$ cat config.mk
export PLATFORM = sky130hd
export DESIGN_NAME = ram_arbiter
export DESIGN_NICKNAME = d
export VERILOG_FILES = /design/src/rtl/ram_arbiter_pkg.sv /design/src/rtl/ram_refresh_timer.sv /design/src/rtl/ram_arbiter.sv
export SDC_FILE = /design/constraint.sdc
export NUM_CORES = 1
export LEC_CHECK = 0
export CELL_PAD_IN_SITES_DETAIL_PLACEMENT = 1
export CELL_PAD_IN_SITES_GLOBAL_PLACEMENT = 2
export CORE_MARGIN = 3
export CORE_UTILIZATION = 21
export CTS_CLUSTER_DIAMETER = 30
export DETAILED_ROUTE_END_ITERATION = 7
export PLACE_DENSITY_LB_ADDON = 0.12
export SYNTH_ARGS = -nofsm -noshare
export SYNTH_HDL_FRONTEND = slang
export SYNTH_SLANG_ARGS = --single-unit
$ cat constraint.sdc
create_clock -name clk -period 3.2 [get_ports clk]
set_input_delay 0.32 -clock clk [delete_from_list [all_inputs] [get_ports clk]]
set_output_delay 0.32 -clock clk [all_outputs]
set_load 0.05 [all_outputs]
$ cat src/rtl/ram_arbiter_pkg.sv
`default_nettype none
// ============================================================================
// Module   : ram_arbiter_pkg
// Brief    : Shared grant/state encodings and request record for ram_arbiter.
// Revision : 1.0 - initial release
// ============================================================================
package ram_arbiter_pkg;

  localparam int unsigned c_addr_w = 32;
  localparam int unsigned c_data_w = 16;
  localparam int unsigned c_mask_w = 2;
  localparam int unsigned c_pend_w = 4;

  // State value doubles as the grant status code
  typedef enum logic [1:0] {
    ST_IDLE    = 2'd0,
    ST_SPI     = 2'd1,
    ST_HOST    = 2'd2,
    ST_REFRESH = 2'd3
  } state_t;

  typedef struct packed {
    logic [c_addr_w-1:0] addr;
    logic                write_enable;
    logic [c_mask_w-1:0] write_mask;
    logic [c_data_w-1:0] write_data;
  } ram_req_t;

endpackage
`default_nettype wire

$ cat src/rtl/ram_refresh_timer.sv
`default_nettype none
// ============================================================================
// Module   : ram_refresh_timer
// Brief    : Refresh interval counter plus saturating owed-refresh counter.
// Revision : 1.0 - initial release
// ============================================================================
module ram_refresh_timer
  import ram_arbiter_pkg::*;
#(
  parameter int unsigned REFRESH_INTERVAL    = 780,
  parameter int unsigned REFRESH_MAX_PENDING = 8
) (
  input  logic                clk,
  input  logic                reset,
  input  logic                refresh_done,
  output logic [c_pend_w-1:0] refresh_pending
);

  localparam int unsigned        c_cnt_w = (REFRESH_INTERVAL > 1) ? $clog2(REFRESH_INTERVAL) : 1;
  localparam logic [c_cnt_w-1:0] c_last  = c_cnt_w'(REFRESH_INTERVAL - 1);
  localparam logic [c_pend_w-1:0] c_max  = c_pend_w'(REFRESH_MAX_PENDING);

  logic [c_cnt_w-1:0]  r_count;
  logic [c_pend_w-1:0] r_pending;
  logic                w_wrap;

  assign w_wrap          = (r_count == c_last);
  assign refresh_pending = r_pending;

  // A wrap and a completed refresh in the same cycle cancel out
  always_ff @(posedge clk) begin
    if (reset) begin
      r_count   <= '0;
      r_pending <= '0;
    end else begin
      r_count <= w_wrap ? '0 : r_count + 1'b1;
      if (w_wrap && !refresh_done) begin
        if (r_pending < c_max) r_pending <= r_pending + 1'b1;
      end else if (refresh_done && !w_wrap) begin
        if (r_pending != '0) r_pending <= r_pending - 1'b1;
      end
    end
  end

endmodule
`default_nettype wire

$ cat src/rtl/ram_arbiter.sv
`default_nettype none
// ============================================================================
// Module   : ram_arbiter
// Brief    : Arbitrates SPI, host and refresh access to a single RAM port.
//            Refresh scheduling is built only with RAM_ARBITER_REFRESH_EN.
// Revision : 1.0 - initial release
// ============================================================================
module ram_arbiter
  import ram_arbiter_pkg::*;
#(
  parameter int unsigned REFRESH_INTERVAL    = 780,
  parameter int unsigned REFRESH_MAX_PENDING = 8
) (
  input  logic                clk,
  input  logic                reset,
  input  logic                spi_critical,
  input  logic                spi_refresh_inhibit,
  input  logic [c_addr_w-1:0] spi_addr,
  input  logic                spi_enable,
  input  logic                spi_write_enable,
  input  logic [c_mask_w-1:0] spi_write_mask,
  input  logic [c_data_w-1:0] spi_write_data,
  output logic [c_data_w-1:0] spi_read_data,
  output logic                spi_data_valid,
  input  logic [c_addr_w-1:0] host_addr,
  input  logic                host_enable,
  input  logic                host_write_enable,
  input  logic [c_mask_w-1:0] host_write_mask,
  input  logic [c_data_w-1:0] host_write_data,
  output logic [c_data_w-1:0] host_read_data,
  output logic                host_data_valid,
  output logic [c_addr_w-1:0] ram_addr,
  output logic                ram_enable,
  output logic                ram_write_enable,
  output logic [c_mask_w-1:0] ram_write_mask,
  output logic [c_data_w-1:0] ram_write_data,
  input  logic [c_data_w-1:0] ram_read_data,
  input  logic                ram_data_valid,
  output logic                ram_refresh,
  input  logic                ram_refresh_done,
  output logic [1:0]          grant,
  output logic [c_pend_w-1:0] refresh_pending
);

  state_t              r_state;
  ram_req_t            r_req;
  logic                r_ram_enable;
  logic                r_ram_refresh;
  ram_req_t            w_spi_req;
  ram_req_t            w_host_req;
  logic [c_pend_w-1:0] w_pending;
  logic                w_refresh_ok;

`ifdef RAM_ARBITER_REFRESH_EN
  logic w_refresh_ack;

  assign w_refresh_ack = (r_state == ST_REFRESH) && ram_refresh_done;

  ram_refresh_timer #(
    .REFRESH_INTERVAL    (REFRESH_INTERVAL),
    .REFRESH_MAX_PENDING (REFRESH_MAX_PENDING)
  ) u_refresh_timer (
    .clk             (clk),
    .reset           (reset),
    .refresh_done    (w_refresh_ack),
    .refresh_pending (w_pending)
  );
`else
  // With nothing ever owed, the REFRESH state is unreachable
  assign w_pending = '0;
`endif

  assign w_spi_req    = '{spi_addr, spi_write_enable, spi_write_mask, spi_write_data};
  assign w_host_req   = '{host_addr, host_write_enable, host_write_mask, host_write_data};
  assign w_refresh_ok = (w_pending != '0) && !spi_refresh_inhibit;

  always_ff @(posedge clk) begin
    if (reset) begin
      r_state       <= ST_IDLE;
      r_req         <= '0;
      r_ram_enable  <= 1'b0;
      r_ram_refresh <= 1'b0;
    end else begin
      case (r_state)
        ST_IDLE: begin
          if (spi_enable) begin
            r_state      <= ST_SPI;
            r_req        <= w_spi_req;
            r_ram_enable <= 1'b1;
          end else if (w_refresh_ok) begin
            r_state       <= ST_REFRESH;
            r_ram_refresh <= 1'b1;
          end else if (host_enable && !spi_critical) begin
            r_state      <= ST_HOST;
            r_req        <= w_host_req;
            r_ram_enable <= 1'b1;
          end
        end
        // Requests are latched at grant, so a dropped enable cannot abort
        ST_SPI, ST_HOST: begin
          if (ram_data_valid) begin
            r_state            <= ST_IDLE;
            r_ram_enable       <= 1'b0;
            r_req.write_enable <= 1'b0;
          end
        end
        ST_REFRESH: begin
          if (ram_refresh_done) begin
            r_state       <= ST_IDLE;
            r_ram_refresh <= 1'b0;
          end
        end
        default: r_state <= ST_IDLE;
      endcase
    end
  end

  assign ram_addr         = r_req.addr;
  assign ram_write_enable = r_req.write_enable;
  assign ram_write_mask   = r_req.write_mask;
  assign ram_write_data   = r_req.write_data;
  assign ram_enable       = r_ram_enable;
  assign ram_refresh      = r_ram_refresh;
  assign grant            = r_state;
  assign refresh_pending  = w_pending;

  assign spi_data_valid  = (r_state == ST_SPI)  && ram_data_valid;
  assign host_data_valid = (r_state == ST_HOST) && ram_data_valid;
  assign spi_read_data   = ram_read_data;
  assign host_read_data  = ram_read_data;

endmodule
`default_nettype wire

==> results.py <==
metrics = {
    "die": {
        "coreArea_um2": 15300,
        "die_h_um": 131,
        "io_pins": 219,
        "start_util_pct": 21.5,
        "die-area_um2": 17200,
        "die_w_um": 131,
        "rows": 45,
    },
    "synthesis": {
        "synth_ff_type": "dfxtp_1",
        "netlist_instances": 312,
        "syn-cell-area_um2": 3290,
        "avgSynthCellArea_um2": 10.5,
        "synth_edf_count": 0,
        "synthArstFlopShare_pct": 0,
        "ys.warnings.count": 0,
        "ys_seq_area_share_pct": 32.9,
        "ys_seq_elements": 54,
        "synth_cell_types": 30,
    },
    "worst_setup_path": {
        "cp_cell_sequence": "inv_1 > ha_1 > and2_1 > clkdlybuf4s50_1",
        "max_stage_delay_ps": 700,
        "path_buf_inv": 2,
        "reg2regPathDepth": 5,
        "path_delay_family": "buffers and inverters",
        "cp.arrival_ps": 1850,
        "crit_type": "register to output pin",
        "critPathCaptureType": "output pin",
        "critPathLaunchType": "register",
        "slowest_stage": "clkdlybuf4s50_1",
        "critPathMaxFanout": 5,
        "required_ps": 2880,
        "regToRegEndpoint": "ram_addr[5]",
        "r2r_slack_ps": 1210,
        "r2r-start": "grant[0]",
    },
    "power": {
        "p_sw_share_pct": 38.5,
        "p_seq_share_pct": 33.4,
        "comb_power_share_pct": 44.1,
        "p_switching_mw": 0.954,
        "leakage_nw": 2.23,
        "p_clk_share_pct": 22.4,
        "internal_power_mw": 1.52,
        "peakVddDrop_mv": 0.173,
        "power_density_nw_per_um2": 510,
    },
    "grt": {
        "grt_pass1_vias": 3095,
        "grt_max_degree": 56,
        "grtUsageTotal_pct": 11.7,
        "grt_pass1_wl_mm": 16.6,
        "antenna_found_initial": 0,
        "grt_overflow_total": 0,
    },
    "timing": {
        "final.setup.tns_ps": 0,
        "period_share_pct": 67.9,
        "drv_slew": 0,
        "setup_viol": 0,
        "rsz0062_at_grt": "no",
        "max_freq_mhz": 460,
        "fin_crit_ps": 2170,
        "hold_viol_final": 0,
        "skew_ps": 6.00,
        "max_slew.worst_pin.slew_ps": 717,
        "slew_headroom_pct": 52.2,
    },
    "place": {
        "place_hpwl_mm": 7.41,
        "portBuffers": 164,
        "place_area_um2": 4700,
        "gp_congestion": 0.706,
    },
    "route": {
        "vias_per_cell": 4.49,
        "wirelength_mm": 10.5,
        "post_drt_wl_per_cell_um": 16.6,
        "vias": 2848,
        "drt_pass1_iterations": 4,
        "drtIter0Drc": 104,
        "ant_nets": 0,
        "drc": 0,
    },
    "min_path": {
        "hold_end": "ram_addr[22]",
        "worstHoldStart": "ram_addr[22]",
        "whs_path_depth": 1,
        "hold_path_class": "register to register",
    },
    "clock_tree": {
        "cts_setup_buffers": 0,
        "clk_latency_ps": 290,
        "cts_made_buffers": 5,
        "cts_hold_buf": 0,
        "cts_max_level": 2,
        "cts_tree": "yes",
        "clockBufferDepth": 2,
        "clock_sink_count": 54,
        "clk_pin_slew_ps": 70,
        "cts_resized": 0,
        "cts-root-buf": "clkbuf_16",
    },
    "run": {
        "max_cap_violations": 0,
    },
    "cells_and_area": {
        "final_area_um2": 4850,
        "diodes": 0,
        "areaGrowthSynthToFinish_pct": 47.6,
        "final_layout_size_suffix_gt1_share_pct": 4.72,
        "nets": 553,
    },
    "outcome": {
        "status": "finished clean",
    },
}
==> worst max path at each step <==
stage	start	to	slack [ps]	cells after the start
global route	grant[1]	spi_data_valid	910	4
floorplan	grant[0]	grant[1]	1350	6
finish	grant[1]	spi_data_valid	1030	4
detailed placement	ram_data_valid	host_data_valid	1080	3
global placement	ram_data_valid	spi_data_valid	1080	3
CTS	grant[1]	spi_data_valid	1010	4
==> power by group through the flow <==
| stage | clock network [mW] | registers, mW | logic (mW) |
|---|---|---|---|
| 3_5_place_dp | 0 | 0.844 | 1.11 |
| 4_1_cts | 0.585 | 0.830 | 1.11 |
| 6_report | 0.555 | 0.828 | 1.09 |
| 2_1_floorplan | 0 | 1.18 | 0.484 |
| 3_3_place_gp | 0 | 0.838 | 1.11 |
| 5_1_grt | 0.608 | 0.843 | 1.16 |
==> cells by family (layout without fill, tap and decap cells) <==
family | after synthesis | after routing | share of synthesized area, %
buffers and inverters | 76 | 184 | 18.0
and+or+nand+nor | 16 | 16 | 2.82
AOI/OAI and AO/OA | 110 | 110 | 29.1
DFF | 54 | 54 | 32.9
other | 1 | 5 | 0.114
muxes | 51 | 51 | 15.5
adders and majority gates | 4 | 4 | 1.52
==> Yosys cell counts, types with 4 or more instances <==
master / count / share of area, %
ha_1: 4 / 1.5
clkbuf_1: 4 / 0.46
buf_2: 6 / 0.91
buf_8: 6 / 2.7
dlygate4sd1_1: 9 / 2.4
mux2i_1: 51 / 16
o211ai_1: 50 / 11
o211a_1: 50 / 15
clkbuf_4: 4 / 0.91
dfxtp_1: 54 / 33
buf_4: 40 / 9.1
==> flip-flops by register name, indices dropped and copies added (netlist names) <==
register          count
ram_enable            1
ram_write_mask        2
ram_write_enable      1
grant                 2
ram_write_data       16
ram_addr             32
==> layer usage <==
metal | part of all wire (%) | global-route usage [%]
met4 | 1.2 | 2.98
met3 | 6.8 | 3.60
met1 | 43 | 13.6
met5 | 0 | 0
met2 | 49 | 20.9
==> through the flow <==
step                std cells  utilization [%]  power [mW]  setup slack, ps  hold WS, ps
finish                    635             31.8        2.48             1030          498
global route              635             31.8        2.61              913          517
CTS                       635             31.8        2.53             1010          503
detailed placement        627             30.8        1.96             1080          486
floorplan                 316                -        1.67             1350          437
global placement          627             30.8        1.95             1080          465
==> cells in the final DEF (no fill, tap or decap) <==
cell type	instances
clkdlybuf4s50_1	163
dfxtp_1	54
mux2i_1	51
o211ai_1	50
o211a_1	50
buf_4	8
conb_1	5
clkbuf_16	5
inv_1	3
and2_1	3
nor2b_1	3
nand2_1	3
ha_1	3
nand3_1	2
o32ai_1	2
o21a_1	2
nor2_1	2
nor2b_4	1
o21a_2	1
inv_2	1
or2b_1	1
a221oi_1	1
a21o_1	1
o311ai_0	1
o21ai_1	1
nor3_1	1
a221o_1	1
ha_2	1
clkbuf_1	1
clkinv_2	1
clkbuf_8	1
buf_12	1
==> area by class of cell <==
type	instances	area [um^2]
inverters	4	15.0
repair buffers	172	1710
clock inverters	1	5.00
multi-input cells	186	1630
flip-flops and latches	54	1080
clock buffers	7	143
well taps	211	264
fillers	1733	10400
Note: power is estimated with default switching activity, not from simulation.
